## src/rtl/cbb_pkg.sv

```systemverilog
// Shared constants for the RAM stream reader: FSM encoding and output-buffer sizing.
package cbb_pkg;

   typedef enum logic [1:0] {
      ST_IDLE  = 2'd0,
      ST_READ  = 2'd1,
      ST_DRAIN = 2'd2
   } rsr_state_t;

   localparam int RSR_BUF_DEPTH   = 4;
   localparam int RSR_PTR_W       = $clog2(RSR_BUF_DEPTH);
   localparam int RSR_CNT_W       = RSR_PTR_W + 1;
   // buffered words plus the read in flight must stay below this to issue another read
   localparam int RSR_ISSUE_LIMIT = 3;

endpackage

```

## src/rtl/stream_buf_fifo.sv

```systemverilog
// Small synchronous FIFO of {last, data} words; the head entry drives the stream outputs.
module stream_buf_fifo
   import cbb_pkg::*;
#(
   parameter int DATA_WIDTH = 32
) (
   input  logic                  clk,
   input  logic                  rst_n,
   input  logic                  i_wr_en,
   input  logic                  i_wr_last,
   input  logic [DATA_WIDTH-1:0] i_wr_data,
   input  logic                  i_rd_en,
   output logic                  o_valid,
   output logic [DATA_WIDTH-1:0] o_data,
   output logic                  o_last,
   output logic [RSR_CNT_W-1:0]  o_count
);

   logic [DATA_WIDTH:0]  r_mem [RSR_BUF_DEPTH];
   logic [RSR_PTR_W-1:0] r_wr_ptr;
   logic [RSR_PTR_W-1:0] r_rd_ptr;
   logic [RSR_CNT_W-1:0] r_count;
   logic                 w_rd;

   assign w_rd = i_rd_en && (r_count != '0);

   always_ff @(posedge clk or negedge rst_n) begin
      if (!rst_n) begin
         for (int i = 0; i < RSR_BUF_DEPTH; i++) r_mem[i] <= '0;
         r_wr_ptr <= '0;
         r_rd_ptr <= '0;
         r_count  <= '0;
      end else begin
         if (i_wr_en) begin
            r_mem[r_wr_ptr] <= {i_wr_last, i_wr_data};
            r_wr_ptr        <= r_wr_ptr + 1'b1;
         end
         if (w_rd) r_rd_ptr <= r_rd_ptr + 1'b1;
         case ({i_wr_en, w_rd})
            2'b10:   r_count <= r_count + 1'b1;
            2'b01:   r_count <= r_count - 1'b1;
            default: r_count <= r_count;
         endcase
      end
   end

   assign o_valid          = (r_count != '0);
   assign {o_last, o_data} = r_mem[r_rd_ptr];
   assign o_count          = r_count;

   // the reader's issue throttle keeps this from ever happening
   a_no_overflow: assert property (@(posedge clk) disable iff (!rst_n)
      !(i_wr_en && !w_rd && (r_count == RSR_CNT_W'(RSR_BUF_DEPTH))));

endmodule

```

## src/rtl/ram_stream_reader.sv

```systemverilog
// Reads a (start, length) window out of a registered-read RAM and streams it with backpressure.
//   state    | meaning
//   ST_IDLE  | ready for a command
//   ST_READ  | issuing RAM reads, throttled by buffer room
//   ST_DRAIN | all reads issued; waiting for the buffer to empty
module ram_stream_reader
   import cbb_pkg::*;
#(
   parameter int DATA_WIDTH = 32,
   parameter int ADDR_WIDTH = 10,
   parameter int LEN_WIDTH  = ADDR_WIDTH + 1
) (
   input  logic                  clk,
   input  logic                  rst_n,
   input  logic                  cmd_valid,
   output logic                  cmd_ready,
   input  logic [ADDR_WIDTH-1:0] cmd_addr,
   input  logic [LEN_WIDTH-1:0]  cmd_len,
   output logic                  ram_enb,
   output logic [ADDR_WIDTH-1:0] ram_addrb,
   input  logic [DATA_WIDTH-1:0] ram_doutb,
   output logic                  m_valid,
   input  logic                  m_ready,
   output logic [DATA_WIDTH-1:0] m_data,
   output logic                  m_last,
   output logic                  busy,
   output logic                  done
);

   rsr_state_t            r_state;
   rsr_state_t            w_state_nxt;
   logic [ADDR_WIDTH-1:0] r_addr;
   logic [LEN_WIDTH-1:0]  r_rem;
   logic                  r_pending;
   logic                  r_last_pend;
   logic                  r_done;
   logic [RSR_CNT_W-1:0]  w_buf_count;
   logic [RSR_CNT_W-1:0]  w_occ;
   logic                  w_accept;
   logic                  w_issue;
   logic                  w_last_issue;
   logic                  w_pop;
   logic                  w_drained;

   // occupancy uses only registered terms so m_ready never reaches ram_enb
   assign w_occ        = w_buf_count + {{(RSR_CNT_W-1){1'b0}}, r_pending};
   assign w_accept     = cmd_valid && (r_state == ST_IDLE);
   assign w_issue      = (r_state == ST_READ) && (w_occ < RSR_CNT_W'(RSR_ISSUE_LIMIT));
   assign w_last_issue = w_issue && (r_rem == LEN_WIDTH'(1));
   assign w_pop        = m_valid && m_ready;
   assign w_drained    = !r_pending &&
                         ((w_buf_count == '0) || ((w_buf_count == RSR_CNT_W'(1)) && w_pop));

   always_ff @(posedge clk or negedge rst_n) begin
      if (!rst_n) r_state <= ST_IDLE;
      else        r_state <= w_state_nxt;
   end

   always_comb begin
      w_state_nxt = r_state;
      case (r_state)
         ST_IDLE:  if (w_accept) w_state_nxt = (cmd_len != '0) ? ST_READ : ST_DRAIN;
         ST_READ:  if (w_last_issue) w_state_nxt = ST_DRAIN;
         ST_DRAIN: if (w_drained) w_state_nxt = ST_IDLE;
         default:  w_state_nxt = ST_IDLE;
      endcase
   end

   always_comb begin
      cmd_ready = 1'b0;
      ram_enb   = 1'b0;
      busy      = 1'b1;
      case (r_state)
         ST_IDLE: begin
            cmd_ready = rst_n;
            busy      = 1'b0;
         end
         ST_READ: ram_enb = w_issue;
         default: ;
      endcase
   end

   always_ff @(posedge clk or negedge rst_n) begin
      if (!rst_n) begin
         r_addr      <= '0;
         r_rem       <= '0;
         r_pending   <= 1'b0;
         r_last_pend <= 1'b0;
         r_done      <= 1'b0;
      end else begin
         if (w_accept) begin
            r_addr <= cmd_addr;
            r_rem  <= cmd_len;
         end else if (w_issue) begin
            r_addr <= r_addr + 1'b1;
            r_rem  <= r_rem - 1'b1;
         end
         r_pending   <= w_issue;
         r_last_pend <= w_last_issue;
         r_done      <= (r_state == ST_DRAIN) && w_drained;
      end
   end

   assign ram_addrb = r_addr;
   assign done      = r_done;

   stream_buf_fifo #(
      .DATA_WIDTH (DATA_WIDTH)
   ) u_buf (
      .clk       (clk),
      .rst_n     (rst_n),
      .i_wr_en   (r_pending),
      .i_wr_last (r_last_pend),
      .i_wr_data (ram_doutb),
      .i_rd_en   (w_pop),
      .o_valid   (m_valid),
      .o_data    (m_data),
      .o_last    (m_last),
      .o_count   (w_buf_count)
   );

endmodule
```

## config.mk

```make
export PLATFORM = sky130hd
export DESIGN_NAME = ram_stream_reader
export DESIGN_NICKNAME = d
export VERILOG_FILES = /design/src/rtl/cbb_pkg.sv /design/src/rtl/stream_buf_fifo.sv /design/src/rtl/ram_stream_reader.sv
export SDC_FILE = /design/constraint.sdc
export NUM_CORES = 1
export LEC_CHECK = 0
export ABC_AREA = 1
export BUFFER_PORTS_ARGS = -buffer_cell sky130_fd_sc_hd__buf_4
export CORE_UTILIZATION = 62
export DETAILED_ROUTE_END_ITERATION = 8
export HOLD_SLACK_MARGIN = 0.1
export PLACE_DENSITY = 0.88
export SYNTH_ARGS = -nofsm -noshare
export SYNTH_HDL_FRONTEND = slang
export SYNTH_SLANG_ARGS = --single-unit
```

## constraint.sdc

```tcl
create_clock -name clk -period 4.3 [get_ports clk]
set_input_delay 0.43 -clock clk [delete_from_list [all_inputs] [get_ports clk]]
set_output_delay 0.43 -clock clk [all_outputs]
set_load 0.01 [all_outputs]
```

# ---- Word-level counts from Yosys, hierarchy flattened
# Cells that the tools add are included.
dict set report op_classes {
  eq_ne 9
  mux 19
  order_cmp 4
  addsub 7
  n_bitwise 2
  reduce_logical 18
}
# cell count
set op_table {}
lappend op_table {{$bwmux 132} 1}
lappend op_table {{$mux 33} 3}
lappend op_table {{$bmux 33 s2} 1}
lappend op_table {{$demux 33 s2} 1}
lappend op_table {{$mux 11} 2}
lappend op_table {{$mux 10} 2}
lappend op_table {{$eq 11x1->1 const B} 1}
lappend op_table {{$reduce_bool 11->1} 1}
lappend op_table {{$sub 11x1->11 const B} 1}
lappend op_table {{$add 10x1->10 const B} 1}
lappend op_table {{$logic_and 1x1->1} 9}
lappend op_table {{$mux 2} 4}
lappend op_table {{$ge 3x3->1 const B} 2}
lappend op_table {{$ne 2x2->1 const B} 3}
lappend op_table {{$not 2->3} 2}
lappend op_table {{$pmux 2 s3} 1}
lappend op_table {{$pmux 3 s2} 1}
lappend op_table {{$add 2x1->2 const B} 2}
lappend op_table {{$eq 2x1->1 const B} 2}
lappend op_table {{$eq 2x2->1 const B} 2}
lappend op_table {{$reduce_bool 2->1} 2}
lappend op_table {{$add 3x1->3} 1}
lappend op_table {{$add 3x1->3 const B} 1}
lappend op_table {{$eq 3x1->1 const B} 1}
lappend op_table {{other kinds (10)} 12}
dict set report word_totals {
  ff_bits 165
  wordCells 72
  out_inout_bits 48
}

# ---- Longest topological paths before layout
# Gate-level depths: netlist of run 1.
dict set report logic_depth {
  depth_word 7
  depth_mapped 12
}

# ---- Hierarchy
# From an unflattened synthesis of run 1, not the netlist that was laid out.
dict set report unflattened {
  cells_unflattened 1019
  area_unflattened_um2 8280.4
}
# mod cells_per_inst seq_area_each_um2 instances area_each_um2
set modules_own_cells {}
lappend modules_own_cells {stream_buf_fifo 762 3478.3 1 6540.0}
lappend modules_own_cells {ram_stream_reader 257 650.6 1 1740.4}

# ---- Worst setup path after synthesis of run 1
# OpenSTA, ideal clock, no wires.
dict set report synth_path {
  kind {register -> output}
  from {reg u_buf.r_count[0], in the netlist u_buf.o_count[0]}
  to {out ram_enb}
  slack_ns 2.561
  t_arrival_ns 1.309
  required_ns 3.870
  path_stages_with_launch 7
  path_buffers 1
  path_cell_list {dfrtp_1 -> ha_1 -> ha_1 -> nand2_1 -> nand2_4 -> nor2_8 -> buf_6}
}
dict set report synth_between {
  elab_chain_len 4
}
# element line_no
set synth_rtl {}
lappend synth_rtl {{start: declaration} stream_buf_fifo.sv:22} ;# logic [RSR_CNT_W-1:0] r_count;
lappend synth_rtl {{start signal: assignment} stream_buf_fifo.sv:40} ;# 2'b10: r_count <= r_count + 1'b1;
lappend synth_rtl {{start signal: assignment} stream_buf_fifo.sv:41} ;# 2'b01: r_count <= r_count - 1'b1;
lappend synth_rtl {{start signal: assignment} stream_buf_fifo.sv:42} ;# default: r_count <= r_count;
lappend synth_rtl {{$add 3x1->3} ram_stream_reader.sv:46} ;# assign w_occ = w_buf_count + {{(RSR_CNT_W-1){1'b0}}, r_pending};
lappend synth_rtl {{$lt 3x2->1} ram_stream_reader.sv:48} ;# assign w_issue = (r_state == ST_READ) && (w_occ < RSR_CNT_W'(RSR_ISSUE_LIMIT));
lappend synth_rtl {{$logic_and 1x1->1} ram_stream_reader.sv:48}
lappend synth_rtl {{$mux 1} ram_stream_reader.sv:73} ;# case (r_state)
lappend synth_rtl {{end: declaration} ram_stream_reader.sv:19} ;# output logic ram_enb,
# Every way passes these cells.

# ---- Worst setup path after layout of run 1
dict set report layout_path {
  from {reg u_buf.r_rd_ptr[1]}
  to {out m_data[5]}
}
dict set report layout_between {
  elab_chain_len 4
}
# element line_no
set layout_rtl {}
lappend layout_rtl {{start: declaration} stream_buf_fifo.sv:21} ;# logic [RSR_PTR_W-1:0] r_rd_ptr;
lappend layout_rtl {{start signal: assignment} stream_buf_fifo.sv:38} ;# if (w_rd) r_rd_ptr <= r_rd_ptr + 1'b1;
lappend layout_rtl {{$not 2->3 (implied by the code)} stream_buf_fifo.sv:48} ;# assign {o_last, o_data} = r_mem[r_rd_ptr];
lappend layout_rtl {{$bmux 33 s2} stream_buf_fifo.sv:48}
lappend layout_rtl {{$mux 33 (implied by the code) (2 in series)} stream_buf_fifo.sv:48}
lappend layout_rtl {{end: declaration} ram_stream_reader.sv:24} ;# output logic [DATA_WIDTH-1:0] m_data,
# Every way passes these cells. The select of a mux whose other input is x is not followed.

==> results of run 1 <==
## worst paths after layout
kind / startpoint / endpoint / slack (ps) / cells past startpoint
max: u_buf.r_rd_ptr[1]$_DFFE_PN0P_ / m_data[5] / 1550 / 4
min: cmd_addr[7] / ram_addrb[7]$_DFFE_PN0P_ / 230 / 3
max reg2reg: r_pending$_DFF_PN0_ / ram_addrb[2]$_DFFE_PN0P_ / 2100 / 10
min reg2reg: u_buf.r_mem[76]$_DFFE_PN0P_ / u_buf.r_mem[76]$_DFFE_PN0P_ / 480 / 2
max in group asynchronous: rst_n / u_buf.r_mem[83]$_DFFE_PN0P_ / 2810 / 3
min in group asynchronous: rst_n / u_buf.r_mem[96]$_DFFE_PN0P_ / 460 / 2
## flip-flops by register name, indices dropped and copies added, names as in the netlist
name / count
u_buf.r_rd_ptr: 2
r_rem: 11
ram_addrb: 10
u_buf.o_count: 3
r_last_pend: 1
u_buf.r_wr_ptr: 2
r_pending: 1
r_state: 2
done: 1
u_buf.r_mem: 132
## critical path, stage by stage (launching register included)
cell and delay [ps]:
dfrtp_1 380, inv_1 820, o21ai_0 220, o22ai_1 290
buf_4 180
## report_power, final
group          switching, uW  total, uW  internal (uW)  leakage [uW]
combinational           1880       3190           1320       0.00224
clock                    577       1410            830      0.000271
sequential               472       2770           2300       0.00204
## per-stage QoR
| step | hold WS, ps | total power, uW | utilization, % | std cells | area (um2) |
|---|---|---|---|---|---|
| floorplan | 134.4 | 4805 | - | 938 | 7741 |
| detailed placement | 335.7 | 5938 | 70.41 | 1158 | 8528 |
| global route | 222.2 | 7952 | 75.00 | 1191 | 9084 |
| finish | 228.2 | 7368 | 75.00 | 1191 | 9084 |
| CTS | 213.9 | 7385 | 75.00 | 1191 | 9084 |
| global placement | 335.3 | 5792 | 70.41 | 1158 | 8528 |
## Yosys cell counts (all sizes together)
cell type / count
dfrtp: 165
nand4: 3
clkbuf: 27
ha: 14
inv: 74
a22oi: 1
o211ai: 6
clkinv: 1
nand2: 226
nor3: 5
nand3: 28
xnor2: 5
buf: 28
a21oi: 1
o21ai: 209
o22ai: 33
xor2: 5
or2: 2
nor2: 105
## cell families after synthesis
kind of cell,count (synthesis)
flip-flops,165
adder cells (fa/ha/maj),14
XOR/XNOR,10
AND/OR/NAND/NOR,369
AO/OA/AOI/OAI,250
buffers and inverters,130
## metal layers
metal | vias to the layer above | routed length, um | GRT usage, %
li1 | 3197 | - | -
met1 | 3063 | 7589 | 38.41
met2 | 206 | 8608 | 49.15
met3 | 27 | 866 | 6.748
met4 | 0 | 257 | 9.825
met5 | - | 0 | 0
## cell type report
cell class              instances  share of cell area [%]
multi-input cells             643                   33.97
flip-flops and latches        165                   45.47
repair buffers                108                   9.132
clock inverters                 3                  0.1653
well taps                     168                   2.314
inverters                      75                   3.113
clock buffers                  29                   5.840
## what timing repair did
item / CTS / global route
endpoints found under the hold margin: 31 / 0
hold buffers: 1 / 0
buffers inserted: 0 / 0
==> results.yml, run 1 <==
synth:
  synthAdderAreaFrac_pct: 2.263
  synth_simple_gate_area_share_pct: 19.35
  synth_nets: 1009
  synthCells: 938
  yosys-top-cells-area: "dfrtp_1 53%, o21ai_0 13%, nand2_1 11%"
  syn_avg_cell_area_um2: 8.253
  synth_top_family_by_area: "simple AND/OR/NAND/NOR gates"
  synthDistinctLibCells: 28
  synth_area_mm2: 0.007741
  synth_top_area_cell: "dfrtp_1"
  synthMuxAreaShare_pct: 0
  ys_ff_latch: 165
  yosysTopAreaCellShare_pct: 53.34
  ys_warn_count: 0
  synth_compound_area_share_pct: 16.99
  ys_seq_area_share_pct: 53.34
  synth-xor-area-share_pct: 1.131
worst_setup_path:
  crit_path_end_kind: "output pin"
  worstPathRequired_ps: 3870
  crit_type: "flip-flop to output pin"
  arrival_ps: 2320
  worst_setup_path_start_kind: "flip-flop"
  cp_max_fo: 33
clock_network:
  clock-sinks: 165
  clkLatencyLatePin_ps: 420
  postCtsResizedCells: 0
  h-tree-depth: 4
  clk_pin_slew_ps: 60
  cts_root_buf: "clkbuf_16"
  cts_made_buffers: 17
  cts_tree: "built"
  cts_buffer_depth: 2
timing:
  fin_setup_tns_ps: 0
  finalSetupViolCount: 0
  fin_crit_sh_pct: 63.91
  max_freq_ghz: 0.3639
  period_minus_slack_ps: 2748
  tightest_slew_ps: 1142
  setup_ws_ps: 1552
  rsz0062_at_grt: "false"
  slew_headroom_pct: 23.63
  final-hold-violation-count: 0
  fin_skew_ps: 9.368
  drv_slew: 0
drt:
  wl_per_cell_um: 14.54
  drtAntennaViolNets: 0
  wl_mm: 17.32
  drtPass1Iterations: 5
  drc_errors: 0
  dr.first_iter.drc_count: 604
  vias: 6493
  routed_via_density: 5.452
flow_run:
  cap_violations: 0
outcome:
  status: "complete, no violations"
worst_hold_path:
  min_path_type: "input pin to flip-flop"
layout:
  drive_above_1_share_pct: 15.44
  register_area_mm2: 0.004130
  antenna_cells: 0
  multi_input_area_mm2: 0.003085
  num-fill-cells: 890
  area_delta_synth_final_pct: 17.34
  final_common_cell: "nand2_1"
  finalNetCount: 1081
  mostFrequentLayoutCells: "219 x nand2_1, 205 x o21ai_0, 164 x dfrtp_1"
grt:
  grt_pass1_wl_mm: 29.89
  grt_max_degree: 135
  grtUsageTotal_pct: 29.51
  grt_pass1_vias: 6458
  overflow: 0
  antenna_found_initial: 0
placed_design:
  portBuffers: 104
  routabilityCongestion: 0.8117
  place_ws_ps: 2066
  dp.final_hpwl_mm: 10.44
floorplanning:
  rows: 40
  io_pins: 105
  dieWidth_um: 113.7
  initial_core_util_pct: 63.92
  chipHeight_um: 113.7
  dieArea_mm2: 0.01294
  core-area_mm2: 0.01211
power_and_ir_drop:
  powerDensity_mw_per_mm2: 811.1
  peakVddDrop_v: 0.0003955
  leakagePower_uw: 0.004546
(Power assumes the default switching activity.)
==> run 2, diff against run 1 <==
CORE_UTILIZATION = 58   (was 62)
PLACE_DENSITY = 0.83   (was 0.88)
clock period = 2.8 ns   (was 4.3 ns; I/O delays follow)
==> run 2 against run 1 <==
Net effect:
- clock-buffer cell count decreased by 12
- worst setup slack got worse by 1100 ps
- worst hold slack got worse by 120 ps
- critical path depth increased by 2
- first-iteration DRC count increased by 12%
- largest power group unchanged
- highest routed layer unchanged
==> results.yml, run 2 (synthesis gave the netlist of run 1 again) <==
grt:
  overflow: 0
  antenna_found_initial: 0
  grt_pass1_vias: 6504
  grt_max_degree: 166
  grt_pass1_wl_mm: 30.75
  grtUsageTotal_pct: 27.77
worst_setup_path:
  startpoint: "r_pending$_DFF_PN0_"
  crit_type: "flip-flop to output pin"
  crit_slowest_cell: "dfrtp_1"
  worst_setup_path_start_kind: "flip-flop"
  r2r_slack_ps: 600
  cp_cell_sequence: "ha_1 -> ha_1 -> nand2_1 -> nand2_4 -> nor2_8 -> buf_4"
  r2r-end: "ram_addrb[2]$_DFFE_PN0P_"
  cp_max_fo: 15
  worstPathRequired_ps: 2520
  crit_path_end_kind: "output pin"
  arrival_ps: 2040
  critical_path.endpoint: "ram_enb"
  r2r_start: "r_pending$_DFF_PN0_"
  rr_worst_depth: 10
  cp_slowest_stage_delay_ps: 500
  crit_top_cell: "ha_1"
drt:
  drc_errors: 0
  dr.first_iter.drc_count: 677
  vias: 6643
  wl_per_cell_um: 14.82
  drtPass1Iterations: 6
  wl_mm: 17.89
  drtAntennaViolNets: 0
  routed_via_density: 5.504
placed_design:
  dp.final_hpwl_mm: 10.63
  portBuffers: 104
  place_area_mm2: 0.008636
  routabilityCongestion: 0.8072
layout:
  antenna_cells: 0
  area_delta_synth_final_pct: 20.30
  finalNetCount: 1093
  top_register: "u_buf.r_mem"
  mostFrequentLayoutCells: "219 x nand2_1, 205 x o21ai_0, 164 x dfrtp_1"
  drive_above_1_share_pct: 16.52
  final_common_cell: "nand2_1"
  fin_area_mm2: 0.009313
  largest_reg_flops: 132
clock_network:
  cts_made_buffers: 17
  cts_buffer_depth: 2
  clk_pin_slew_ps: 60
  cts_root_buf: "clkbuf_16"
  clkLatencyLatePin_ps: 430
  cts_setup_buffers: 0
  cts_tree: "built"
  h-tree-depth: 4
  clock-sinks: 165
floorplanning:
  chipHeight_um: 117.5
  io_pins: 105
  core-area_mm2: 0.01282
  dieArea_mm2: 0.01381
  rows: 41
  initial_core_util_pct: 60.36
  dieWidth_um: 117.5
flow_run:
  cap_violations: 0
timing:
  slew_headroom_pct: 42.41
  final-hold-violation-count: 0
  tightest_slew_ps: 863.8
  period_minus_slack_ps: 2323
  drv_slew: 0
  fin_setup_tns_ps: 0
  rsz0062_at_grt: "false"
  finalSetupViolCount: 0
  max_freq_ghz: 0.4304
  fin_crit_sh_pct: 82.98
  hold_ws_ps: 111.7
  fin_skew_ps: 9.114
power_and_ir_drop:
  peakVddDrop_v: 0.0006929
  powerDensity_mw_per_mm2: 1256
  leakagePower_uw: 0.004640
  p_total_uw: 11700
outcome:
  status: "complete, no violations"
worst_hold_path:
  min_path_type: "input pin to flip-flop"
  holdPathStages: 3
  hold_start: "cmd_len[1]"
run 2: cell types whose count changed in the layout (fill, tap and decap cells not counted), sizes merged:
cell / delta
dlygate4sd3: +5
buf: +7
inv: +6
clkbuf: -12
clkinvlp: +3
bufinv: +3
run 2: area by class of cell:
class	count	area, um2
sequential	165	4130
fill	974	3512
multi-input combinational	643	3085
timing repair buffer	120	982.2
clock buffer	17	425.4
inverter	75	282.8
tap	172	215.2
clock inverter	15	191.4
run 2: what timing repair did:
item	CTS	global route
hold buffers	6	0
hold endpoints to repair	163	0
resized for setup	0	0
run 2: critical path: cells and delay by family (launching register included):
family	cells	cell delay, ps
adders and majority gates	2	520
DFF	1	500
and+or+nand+nor	3	420
buffers and inverters	1	170
run 2: per-stage QoR:
| stage | std cells | setup WS [ps] | util, % |
|---|---|---|---|
| after floorplan | 938 | 1128 | - |
| after global placement | 1169 | 696.3 | 67.34 |
| after detailed placement | 1169 | 618.7 | 67.34 |
| after CTS | 1207 | 464.4 | 72.61 |
| after global routing | 1207 | 316.6 | 72.61 |
| final | 1207 | 476.7 | 72.61 |
run 2: where the power goes:
part | internal, uW | switching [uW]
Combinational | 2100 | 2910
Clock | 1420 | 1010
Sequential | 3520 | 728
Total | 7040 | 4650
run 2: routing by layer:
metal | track usage [%] | wire length [um] | vias to the layer above
li1 | - | - | 3228
met3 | 6.541 | 1188 | 23
met5 | 0 | 0 | -
met4 | 9.295 | 191 | 0
met2 | 44.71 | 8562 | 220
met1 | 37.20 | 7943 | 3172
run 2: worst min-delay path by stage:
stage / to / slack (ps)
floorplan: done$_DFF_PN0_ / -20
global placement: u_buf.r_mem[90]$_DFFE_PN0P_ / 460
detailed placement: u_buf.r_mem[39]$_DFFE_PN0P_ / 470
CTS: r_rem[1]$_DFFE_PN0P_ / 100
global route: r_rem[2]$_DFFE_PN0P_ / 110
finish: r_rem[1]$_DFFE_PN0P_ / 110
